$ cat src/rtl/dsp_svf_multi_pkg.sv
// ---------------------------------------------------------------------------
// dsp_svf_multi_pkg
// Shared types and constants for the multi-channel state-variable filter:
// default fixed-point format, per-channel mode encodings, the sequencer
// state enum, and the saturation bounds used by the multiplier and adder.
// ---------------------------------------------------------------------------
package dsp_svf_multi_pkg;

    localparam int DEF_BITS = 16;
    localparam int DEF_FRAC = 12;
    localparam int DEF_CH   = 4;

    typedef enum logic [1:0] {
        MODE_LP    = 2'd0,
        MODE_HP    = 2'd1,
        MODE_BP    = 2'd2,
        MODE_NOTCH = 2'd3
    } mode_e;

    // One channel takes four steps (LPU, HPU, BPU, WR); DONE publishes the frame.
    typedef enum logic [2:0] {
        S_IDLE = 3'd0,
        S_LPU  = 3'd1,
        S_HPU  = 3'd2,
        S_BPU  = 3'd3,
        S_WR   = 3'd4,
        S_DONE = 3'd5
    } state_e;

    // Largest value representable in a signed word of the given width.
    function automatic int sat_max(input int bits);
        return (1 <<< (bits - 1)) - 1;
    endfunction

    // Smallest value representable in a signed word of the given width.
    function automatic int sat_min(input int bits);
        return -(1 <<< (bits - 1));
    endfunction

endpackage

$ cat src/rtl/dsp_svf_multi_if.sv
// ---------------------------------------------------------------------------
// dsp_svf_multi_if
// Frame bus of the multi-channel state-variable filter.
//   in_valid/in_ready : frame handshake (source -> filter)
//   sig_in/cutoff/damp: CH packed signed words, channel k at [k*BITS +: BITS]
//   mode              : CH packed 2-bit mode codes, channel k at [k*2 +: 2]
//   sig_out           : CH packed signed filtered samples
//   out_valid         : one-cycle pulse, sig_out carries a new frame
//   overrun           : sticky, a frame was offered while the filter was busy
//   dbg_state         : sequencer state, for observation only
//
// Handshake: a frame transfers on a rising clk edge where in_valid and
// in_ready are both high. in_ready depends only on the filter's own state,
// never on in_valid. The source may raise or drop in_valid at will; a frame
// offered while in_ready is low is not taken and flags overrun. out_valid has
// no back-pressure: the sink must take sig_out while out_valid is high, and
// sig_out then holds until the next frame completes.
// ---------------------------------------------------------------------------
interface dsp_svf_multi_if #(
    parameter int BITS = 16,
    parameter int CH   = 4
);
    import dsp_svf_multi_pkg::*;

    logic                 in_valid;
    logic                 in_ready;
    logic [CH*BITS-1:0]   sig_in;
    logic [CH*BITS-1:0]   cutoff;
    logic [CH*BITS-1:0]   damp;
    logic [CH*2-1:0]      mode;
    logic [CH*BITS-1:0]   sig_out;
    logic                 out_valid;
    logic                 overrun;
    state_e               dbg_state;

    modport master (
        output in_valid, sig_in, cutoff, damp, mode,
        input  in_ready, sig_out, out_valid, overrun, dbg_state
    );

    modport slave (
        input  in_valid, sig_in, cutoff, damp, mode,
        output in_ready, sig_out, out_valid, overrun, dbg_state
    );

endinterface

$ cat src/rtl/dsp_mult.sv
// ---------------------------------------------------------------------------
// dsp_mult
// Fixed-point signed multiply: p = sat((a*b) >>> FRAC).
// The product is kept at full 2*BITS width before the arithmetic shift so no
// intermediate wrap can occur; the shifted result is clamped to BITS.
//   a_i, b_i : signed operands, BITS wide
//   p_o      : signed saturated product, BITS wide
// ---------------------------------------------------------------------------
module dsp_mult
    import dsp_svf_multi_pkg::*;
#(
    parameter int BITS = DEF_BITS,
    parameter int FRAC = DEF_FRAC
) (
    input  logic signed [BITS-1:0] a_i,
    input  logic signed [BITS-1:0] b_i,
    output logic signed [BITS-1:0] p_o
);
    localparam int PW = 2 * BITS;

    logic signed [PW-1:0] prod;
    logic signed [PW-1:0] shifted;

    assign prod    = PW'(a_i) * PW'(b_i);
    assign shifted = prod >>> FRAC;

    always_comb begin
        p_o = shifted[BITS-1:0];
        if (shifted > PW'(sat_max(BITS))) begin
            p_o = BITS'(sat_max(BITS));
        end else if (shifted < PW'(sat_min(BITS))) begin
            p_o = BITS'(sat_min(BITS));
        end
    end

endmodule

$ cat src/rtl/dsp_sat_add.sv
// ---------------------------------------------------------------------------
// dsp_sat_add
// Saturating three-term adder: y = sat(a +/- b - c).
// The sum is formed in BITS+2 bits, enough for any combination of three
// BITS-wide operands, and clamped once at the end. sub_b_i negates b, which
// lets the high-pass step compute in - lp - q*bp with a single clamp.
//   a_i, b_i, c_i : signed operands, BITS wide
//   sub_b_i       : 1 subtracts b instead of adding it
//   y_o           : signed saturated result, BITS wide
// ---------------------------------------------------------------------------
module dsp_sat_add
    import dsp_svf_multi_pkg::*;
#(
    parameter int BITS = DEF_BITS
) (
    input  logic signed [BITS-1:0] a_i,
    input  logic signed [BITS-1:0] b_i,
    input  logic signed [BITS-1:0] c_i,
    input  logic                   sub_b_i,
    output logic signed [BITS-1:0] y_o
);
    localparam int SW = BITS + 2;

    logic signed [SW-1:0] b_x;
    logic signed [SW-1:0] sum;

    assign b_x = sub_b_i ? -SW'(b_i) : SW'(b_i);
    assign sum = SW'(a_i) + b_x - SW'(c_i);

    always_comb begin
        y_o = sum[BITS-1:0];
        if (sum > SW'(sat_max(BITS))) begin
            y_o = BITS'(sat_max(BITS));
        end else if (sum < SW'(sat_min(BITS))) begin
            y_o = BITS'(sat_min(BITS));
        end
    end

endmodule

$ cat src/rtl/dsp_svf_multi.sv
// ---------------------------------------------------------------------------
// dsp_svf_multi
// CH-channel Chamberlin state-variable filter with per-channel cutoff (f),
// damping (q) and output mode (LP/HP/BP/NOTCH). All channels share one
// multiplier and one saturating adder; a sequencer walks every channel
// through LPU -> HPU -> BPU -> WR and then publishes the frame in DONE.
//   clk : system clock
//   rst : synchronous, active-high reset; aborts any frame in progress
//   bus : frame bus (slave side), see dsp_svf_multi_if
// Latency: frame accepted at cycle 0, out_valid at cycle 4*CH+1, in_ready
// back at cycle 4*CH+2.
// ---------------------------------------------------------------------------
module dsp_svf_multi
    import dsp_svf_multi_pkg::*;
#(
    parameter int BITS = DEF_BITS,
    parameter int FRAC = DEF_FRAC,
    parameter int CH   = DEF_CH
) (
    input  logic           clk,
    input  logic           rst,
    dsp_svf_multi_if.slave bus
);
    localparam int CW = $clog2(CH) + 1;
    // Array index width; a single-channel build still needs one bit.
    localparam int IW = (CH > 1) ? $clog2(CH) : 1;

    typedef logic signed [BITS-1:0] smp_t;

    // Sequencer
    state_e         state_q, state_d;
    logic [CW-1:0]  ch_q, ch_d;
    logic [IW-1:0]  idx;
    logic           last_ch;
    logic           accept;

    // Captured frame
    smp_t           in_q   [CH];
    smp_t           f_q    [CH];
    smp_t           damp_q [CH];
    mode_e          mode_q [CH];

    // Filter state and working values of the channel in flight
    smp_t           lp_q [CH];
    smp_t           bp_q [CH];
    smp_t           lp_new_q;
    smp_t           hp_q;
    smp_t           bp_new_q;

    // Outputs collected per channel, published together
    smp_t               out_buf_q [CH];
    logic [CH*BITS-1:0] sig_out_q;
    logic [CH*BITS-1:0] sig_out_nxt;
    logic               overrun_q;

    // Shared arithmetic
    smp_t           mul_a, mul_b, mul_p;
    smp_t           add_a, add_b, add_c, add_y;
    logic           add_sub_b;
    smp_t           wr_val;

    assign idx     = ch_q[IW-1:0];
    assign last_ch = (ch_q == CW'(CH - 1));
    assign accept  = (state_q == S_IDLE) && bus.in_valid;

    // -----------------------------------------------------------------------
    // Sequencer
    // -----------------------------------------------------------------------
    always_ff @(posedge clk) begin
        if (rst) begin
            state_q <= S_IDLE;
            ch_q    <= '0;
        end else begin
            state_q <= state_d;
            ch_q    <= ch_d;
        end
    end

    always_comb begin
        state_d = state_q;
        ch_d    = ch_q;
        case (state_q)
            S_IDLE: begin
                if (bus.in_valid) begin
                    state_d = S_LPU;
                    ch_d    = '0;
                end
            end
            S_LPU:  state_d = S_HPU;
            S_HPU:  state_d = S_BPU;
            S_BPU:  state_d = S_WR;
            S_WR: begin
                if (last_ch) begin
                    state_d = S_DONE;
                end else begin
                    state_d = S_LPU;
                    ch_d    = ch_q + 1'b1;
                end
            end
            S_DONE: state_d = S_IDLE;
            default: state_d = S_IDLE;
        endcase
    end

    // -----------------------------------------------------------------------
    // Operand steering for the shared multiplier and adder
    //   LPU: lp' = lp + f*bp
    //   HPU: hp  = in - lp' - q*bp
    //   BPU: bp' = bp + f*hp
    //   WR : notch = hp + lp' (adder is otherwise idle here)
    // -----------------------------------------------------------------------
    always_comb begin
        mul_a     = '0;
        mul_b     = '0;
        add_a     = '0;
        add_b     = '0;
        add_c     = '0;
        add_sub_b = 1'b0;
        case (state_q)
            S_LPU: begin
                mul_a = f_q[idx];
                mul_b = bp_q[idx];
                add_a = lp_q[idx];
                add_b = mul_p;
            end
            S_HPU: begin
                mul_a     = damp_q[idx];
                mul_b     = bp_q[idx];
                add_a     = in_q[idx];
                add_b     = lp_new_q;
                add_sub_b = 1'b1;
                add_c     = mul_p;
            end
            S_BPU: begin
                mul_a = f_q[idx];
                mul_b = hp_q;
                add_a = bp_q[idx];
                add_b = mul_p;
            end
            S_WR: begin
                add_a = hp_q;
                add_b = lp_new_q;
            end
            default: ;
        endcase
    end

    dsp_mult #(
        .BITS (BITS),
        .FRAC (FRAC)
    ) u_mult (
        .a_i (mul_a),
        .b_i (mul_b),
        .p_o (mul_p)
    );

    dsp_sat_add #(
        .BITS (BITS)
    ) u_add (
        .a_i     (add_a),
        .b_i     (add_b),
        .c_i     (add_c),
        .sub_b_i (add_sub_b),
        .y_o     (add_y)
    );

    // Channel output selected by its mode; only meaningful in WR.
    always_comb begin
        wr_val = lp_new_q;
        case (mode_q[idx])
            MODE_LP:    wr_val = lp_new_q;
            MODE_HP:    wr_val = hp_q;
            MODE_BP:    wr_val = bp_new_q;
            MODE_NOTCH: wr_val = add_y;
            default:    wr_val = lp_new_q;
        endcase
    end

    // Full output word with the channel being written merged in, so the last
    // WR can load every channel into sig_out at once.
    always_comb begin
        sig_out_nxt = '0;
        for (int k = 0; k < CH; k++) begin
            if (idx == IW'(k)) begin
                sig_out_nxt[k*BITS +: BITS] = wr_val;
            end else begin
                sig_out_nxt[k*BITS +: BITS] = out_buf_q[k];
            end
        end
    end

    // -----------------------------------------------------------------------
    // Datapath registers
    // -----------------------------------------------------------------------
    always_ff @(posedge clk) begin
        if (rst) begin
            for (int k = 0; k < CH; k++) begin
                in_q[k]      <= '0;
                f_q[k]       <= '0;
                damp_q[k]    <= '0;
                mode_q[k]    <= MODE_LP;
                lp_q[k]      <= '0;
                bp_q[k]      <= '0;
                out_buf_q[k] <= '0;
            end
            lp_new_q  <= '0;
            hp_q      <= '0;
            bp_new_q  <= '0;
            sig_out_q <= '0;
            overrun_q <= 1'b0;
        end else begin
            if (bus.in_valid && (state_q != S_IDLE)) begin
                overrun_q <= 1'b1;
            end
            if (accept) begin
                for (int k = 0; k < CH; k++) begin
                    in_q[k]   <= bus.sig_in[k*BITS +: BITS];
                    f_q[k]    <= bus.cutoff[k*BITS +: BITS];
                    damp_q[k] <= bus.damp[k*BITS +: BITS];
                    mode_q[k] <= mode_e'(bus.mode[k*2 +: 2]);
                end
            end
            case (state_q)
                S_LPU: lp_new_q <= add_y;
                S_HPU: hp_q     <= add_y;
                S_BPU: bp_new_q <= add_y;
                S_WR: begin
                    lp_q[idx]      <= lp_new_q;
                    bp_q[idx]      <= bp_new_q;
                    out_buf_q[idx] <= wr_val;
                    if (last_ch) begin
                        sig_out_q <= sig_out_nxt;
                    end
                end
                default: ;
            endcase
        end
    end

    assign bus.in_ready  = (state_q == S_IDLE);
    assign bus.out_valid = (state_q == S_DONE);
    assign bus.sig_out   = sig_out_q;
    assign bus.overrun   = overrun_q;
    assign bus.dbg_state = state_q;

endmodule

$ cat src/flat_wrapper.sv
// flat-port wrapper written by rule: the top's interface ports become plain ports
module dsp_svf_multi_flat import dsp_svf_multi_pkg::*;
#(
    parameter int BITS = DEF_BITS,
    parameter int FRAC = DEF_FRAC,
    parameter int CH   = DEF_CH
)
  (clk, rst, bus_in_valid, bus_sig_in, bus_cutoff, bus_damp, bus_mode, bus_in_ready, bus_sig_out, bus_out_valid, bus_overrun, bus_dbg_state);
  dsp_svf_multi_if #(.BITS(BITS), .CH(CH)) bus_i ();
  input  logic clk;
  input  logic rst;
  input wire logic [$bits(bus_i.in_valid)-1:0] bus_in_valid;
  input wire logic [$bits(bus_i.sig_in)-1:0] bus_sig_in;
  input wire logic [$bits(bus_i.cutoff)-1:0] bus_cutoff;
  input wire logic [$bits(bus_i.damp)-1:0] bus_damp;
  input wire logic [$bits(bus_i.mode)-1:0] bus_mode;
  output wire logic [$bits(bus_i.in_ready)-1:0] bus_in_ready;
  output wire logic [$bits(bus_i.sig_out)-1:0] bus_sig_out;
  output wire logic [$bits(bus_i.out_valid)-1:0] bus_out_valid;
  output wire logic [$bits(bus_i.overrun)-1:0] bus_overrun;
  output wire logic [$bits(bus_i.dbg_state)-1:0] bus_dbg_state;
  assign bus_i.in_valid = bus_in_valid;
  assign bus_i.sig_in = bus_sig_in;
  assign bus_i.cutoff = bus_cutoff;
  assign bus_i.damp = bus_damp;
  assign bus_i.mode = bus_mode;
  assign bus_in_ready = bus_i.in_ready;
  assign bus_sig_out = bus_i.sig_out;
  assign bus_out_valid = bus_i.out_valid;
  assign bus_overrun = bus_i.overrun;
  assign bus_dbg_state = bus_i.dbg_state;
  dsp_svf_multi #(.BITS(BITS), .FRAC(FRAC), .CH(CH)) u_core (.clk(clk), .rst(rst), .bus(bus_i));
endmodule
$ cat config.mk
export PLATFORM = sky130hd
export DESIGN_NAME = dsp_svf_multi_flat
export DESIGN_NICKNAME = d
export VERILOG_FILES = /design/src/rtl/dsp_svf_multi_pkg.sv /design/src/rtl/dsp_svf_multi_if.sv /design/src/rtl/dsp_mult.sv /design/src/rtl/dsp_sat_add.sv /design/src/rtl/dsp_svf_multi.sv /design/src/flat_wrapper.sv
export SDC_FILE = /design/constraint.sdc
export NUM_CORES = 2
export LEC_CHECK = 0
export CELL_PAD_IN_SITES_DETAIL_PLACEMENT = 1
export CELL_PAD_IN_SITES_GLOBAL_PLACEMENT = 2
export CORE_ASPECT_RATIO = 1.25
export CORE_MARGIN = 3
export CORE_UTILIZATION = 40
export CTS_CLUSTER_DIAMETER = 200
export DETAILED_ROUTE_END_ITERATION = 6
export PLACE_DENSITY = 0.82
export SETUP_SLACK_MARGIN = 0.3
export SKIP_CTS_REPAIR_TIMING = 1
export SLEW_MARGIN = 0
export SYNTH_ARGS = -nofsm -noshare
export SYNTH_HDL_FRONTEND = slang
export SYNTH_SLANG_ARGS = --single-unit
$ cat constraint.sdc
create_clock -name clk -period 17.75 [get_ports clk]
set_clock_uncertainty 0.05 [all_clocks]
set_input_delay 3.55 -clock clk [delete_from_list [all_inputs] [get_ports clk]]
set_output_delay 3.55 -clock clk [all_outputs]
set_load 0.02 [all_outputs]
==> flow_summary.toml <==
[route]
ant_nets = 0
drt_iter0_drc = 1574
drt-pass1-iter-count = 6
wl_per_cell_um = 25.2
vias = 25400
wl_um = 115000
detail_route.vias_per_cell = 5.58
route.detailed.drc = 0

[power_and_ir_drop]
leakagePower_nw = 16.4
powerDensity_nw_per_um2 = 115
ir_worst_vdd_v = 0.000142

[floorplan]
start_util_pct = 40.7
die_area_um2 = 89900
io_pins = 273
rows = 119
dieWidth_um = 269
die_y_um = 334
coreArea_um2 = 84900

[worst_setup_path]
cp.required_ns = 18.19
cpPeakStageDelay_ns = 0.88
crit_path_start_kind = "flop"
cp_max_fo = 20
crit_path_end_kind = "flop"
cpMostUsedCell = "fa_1"
slowest_stage = "a22o_1"
worstSetupPathType = "flop to flop"
cp.arrival_ns = 16.75

[final_layout]
layout-drive-gt1-share_pct = 7.93
syn2layout_area_growth_pct = 16.4
antenna_cells = 0
stdcell_area_um2 = 40200
layout_commonest_cell = "edfxtp_1"
num-nets-final = 4006
layout_common_cells = "392 x edfxtp_1, 351 x inv_1, 298 x nor2_1, 293 x and2_1, 278 x fa_1"

[sta]
tightest_slew_ns = 1.16
finalCriticalPeriod_ns = 16.30
hold_violations = 0
setup_violations = 0
maxSlewViolCount = 0
tns_ns = 0
max_clock_freq_mhz = 61.3
rsz0062_at_grt = "no"
slew_headroom_pct = 22.3
final.period_utilization_pct = 91.8

[global_route]
grt_pass1_wl_um = 175000
antenna_found_initial = 0
first_global_vias = 28500
grt_usage_pct = 25.9
gr-total-overflow = 0
grt_max_degree = 173

[placement]
place.gp.congestion = 0.919
dp_hpwl_um = 87000
io_buffer_count = 272
placed_cell_area_um2 = 38300

[clock_network]
clk_path_buf_depth = 3
tritoncts = "done"
clk_pin_slew_ns = 0.06
clock_sinks = 513
htreeDepth = 2
cts_buffers = 54
clock_latency_ns = 0.65
cts_root_buf = "clkbuf_16"

[yosys]
syn_inst = 3246
yosysUniqueCellTypes = 85
ys_async_sr_fraction_pct = 0
synth_nets = 3827
syn_area_per_cell_um2 = 10.6
ys.flop_type = "edfxtp_1"
syn_area_um2 = 34500
yosysSeqAreaShare_pct = 41.1
synth-seq-cells = 513
synth_edf_count = 392
ys_warn_count = 0

[hold_path]
worst_hold_path_type = "flop to flop"

[job]
maxCapViolCount = 0

[status]
outcome = "completed"
[cell type report]
class	instances	area [µm²]
sequential	513	14200
fill	9128	44700
timing repair buffer	317	3060
tap	1089	1360
clock buffer	69	1440
multi-input combinational	2181	18300
clock inverter	32	452
inverter	358	1350
[cell families (layout without fill, tap and decap cells)]
kind of cell / Yosys count / in the layout / synth area share (%)
simple gates: 1060 / 1060 / 15.2
compound gates: 562 / 562 / 10.5
buf+inv: 552 / 776 / 6.08
flops: 513 / 513 / 41.1
fa+ha+maj: 378 / 378 / 19.8
mux: 119 / 119 / 5.75
xor+xnor: 62 / 62 / 1.57
[metal layers]
metal	part of all wire, %	global-route usage (%)	wire, µm	vias up
met5	0	0	0	-
met4	4.6	10.8	5340	0
met3	3.3	2.74	3850	212
met2	55	49.1	63000	585
met1	37	29.2	42900	13200
li1	-	-	-	11400
[path summary, 6_finish.rpt]
check             slack, ns                    start  cells past startpoint                     end
setup / recovery       1.45  u_core.bus.dbg_state[1]                     45         bus_sig_out[17]
hold / removal         0.41   u_core.bus.sig_out[10]                      2  u_core.bus.sig_out[10]
setup reg to reg       1.45  u_core.bus.dbg_state[1]                     45         bus_sig_out[17]
hold reg to reg        0.41   u_core.bus.sig_out[10]                      2  u_core.bus.sig_out[10]
[where the power goes]
part           total (mW)  switching, mW  leakage [nW]  internal [mW]
Clock                1.20          0.504         0.884          0.697
Combinational        1.94           1.30          10.4          0.647
Sequential           1.48         0.0889          5.12           1.39
[per-stage QoR]
stage | power, mW | util [%] | std cells | hold WS, ns | worst slack, ns
after global placement | 3.40 | 45.1 | 4458 | 0.400 | 1.96
final | 4.62 | 47.3 | 4559 | 0.411 | 1.45
after CTS | 4.65 | 47.3 | 4559 | 0.414 | 1.61
after detailed placement | 3.43 | 45.1 | 4458 | 0.405 | 1.68
after global routing | 4.88 | 47.3 | 4559 | 0.436 | 0.366
after floorplan | 2.75 | - | 3246 | 0.407 | 3.54
[Yosys cell counts, types with 37 or more instances]
| cell type | instances | area (µm²) |
|---|---|---|
| dfxtp_1 | 121 | 2420 |
| clkbuf_1 | 172 | 646 |
| inv_1 | 352 | 1320 |
| and3_1 | 71 | 444 |
| xnor2_1 | 37 | 324 |
| a22oi_1 | 46 | 345 |
| edfxtp_1 | 392 | 11800 |
| nor2_1 | 301 | 1130 |
| ha_1 | 100 | 1250 |
| a211oi_1 | 52 | 390 |
| mux4_2 | 61 | 1370 |
| fa_1 | 278 | 5570 |
| o21ai_0 | 93 | 465 |
| nand2_1 | 257 | 965 |
| a21oi_1 | 185 | 926 |
| and2_1 | 295 | 1850 |
[critical path, delay by kind of cell (launching register included)]
kind	cells	cell delay, ns
AOI/OAI and AO/OA	19	6.26
buffers and inverters	5	0.26
and+or+nand+nor	10	3.72
xor gates and xnor gates	2	0.72
DFF	1	0.84
adders and majority gates	9	4.29
[flip-flops by register name (all words and copies together), names as in the netlist, named ones only]
signal and flops:
u_core.hp_q 16, u_core.lp_q 64, u_core.bp_new_q 16, bus_sig_out 48, u_core.bus.dbg_state 3, u_core.in_q 64, u_core.ch_q 3, u_core.bus.overrun 1
u_core.lp_new_q 16, u_core.out_buf_q 64, u_core.bus.sig_out 16, u_core.mode_q 8, u_core.damp_q 64, u_core.f_q 64, u_core.bp_q 64
Note: power is estimated with default switching activity, not from simulation.
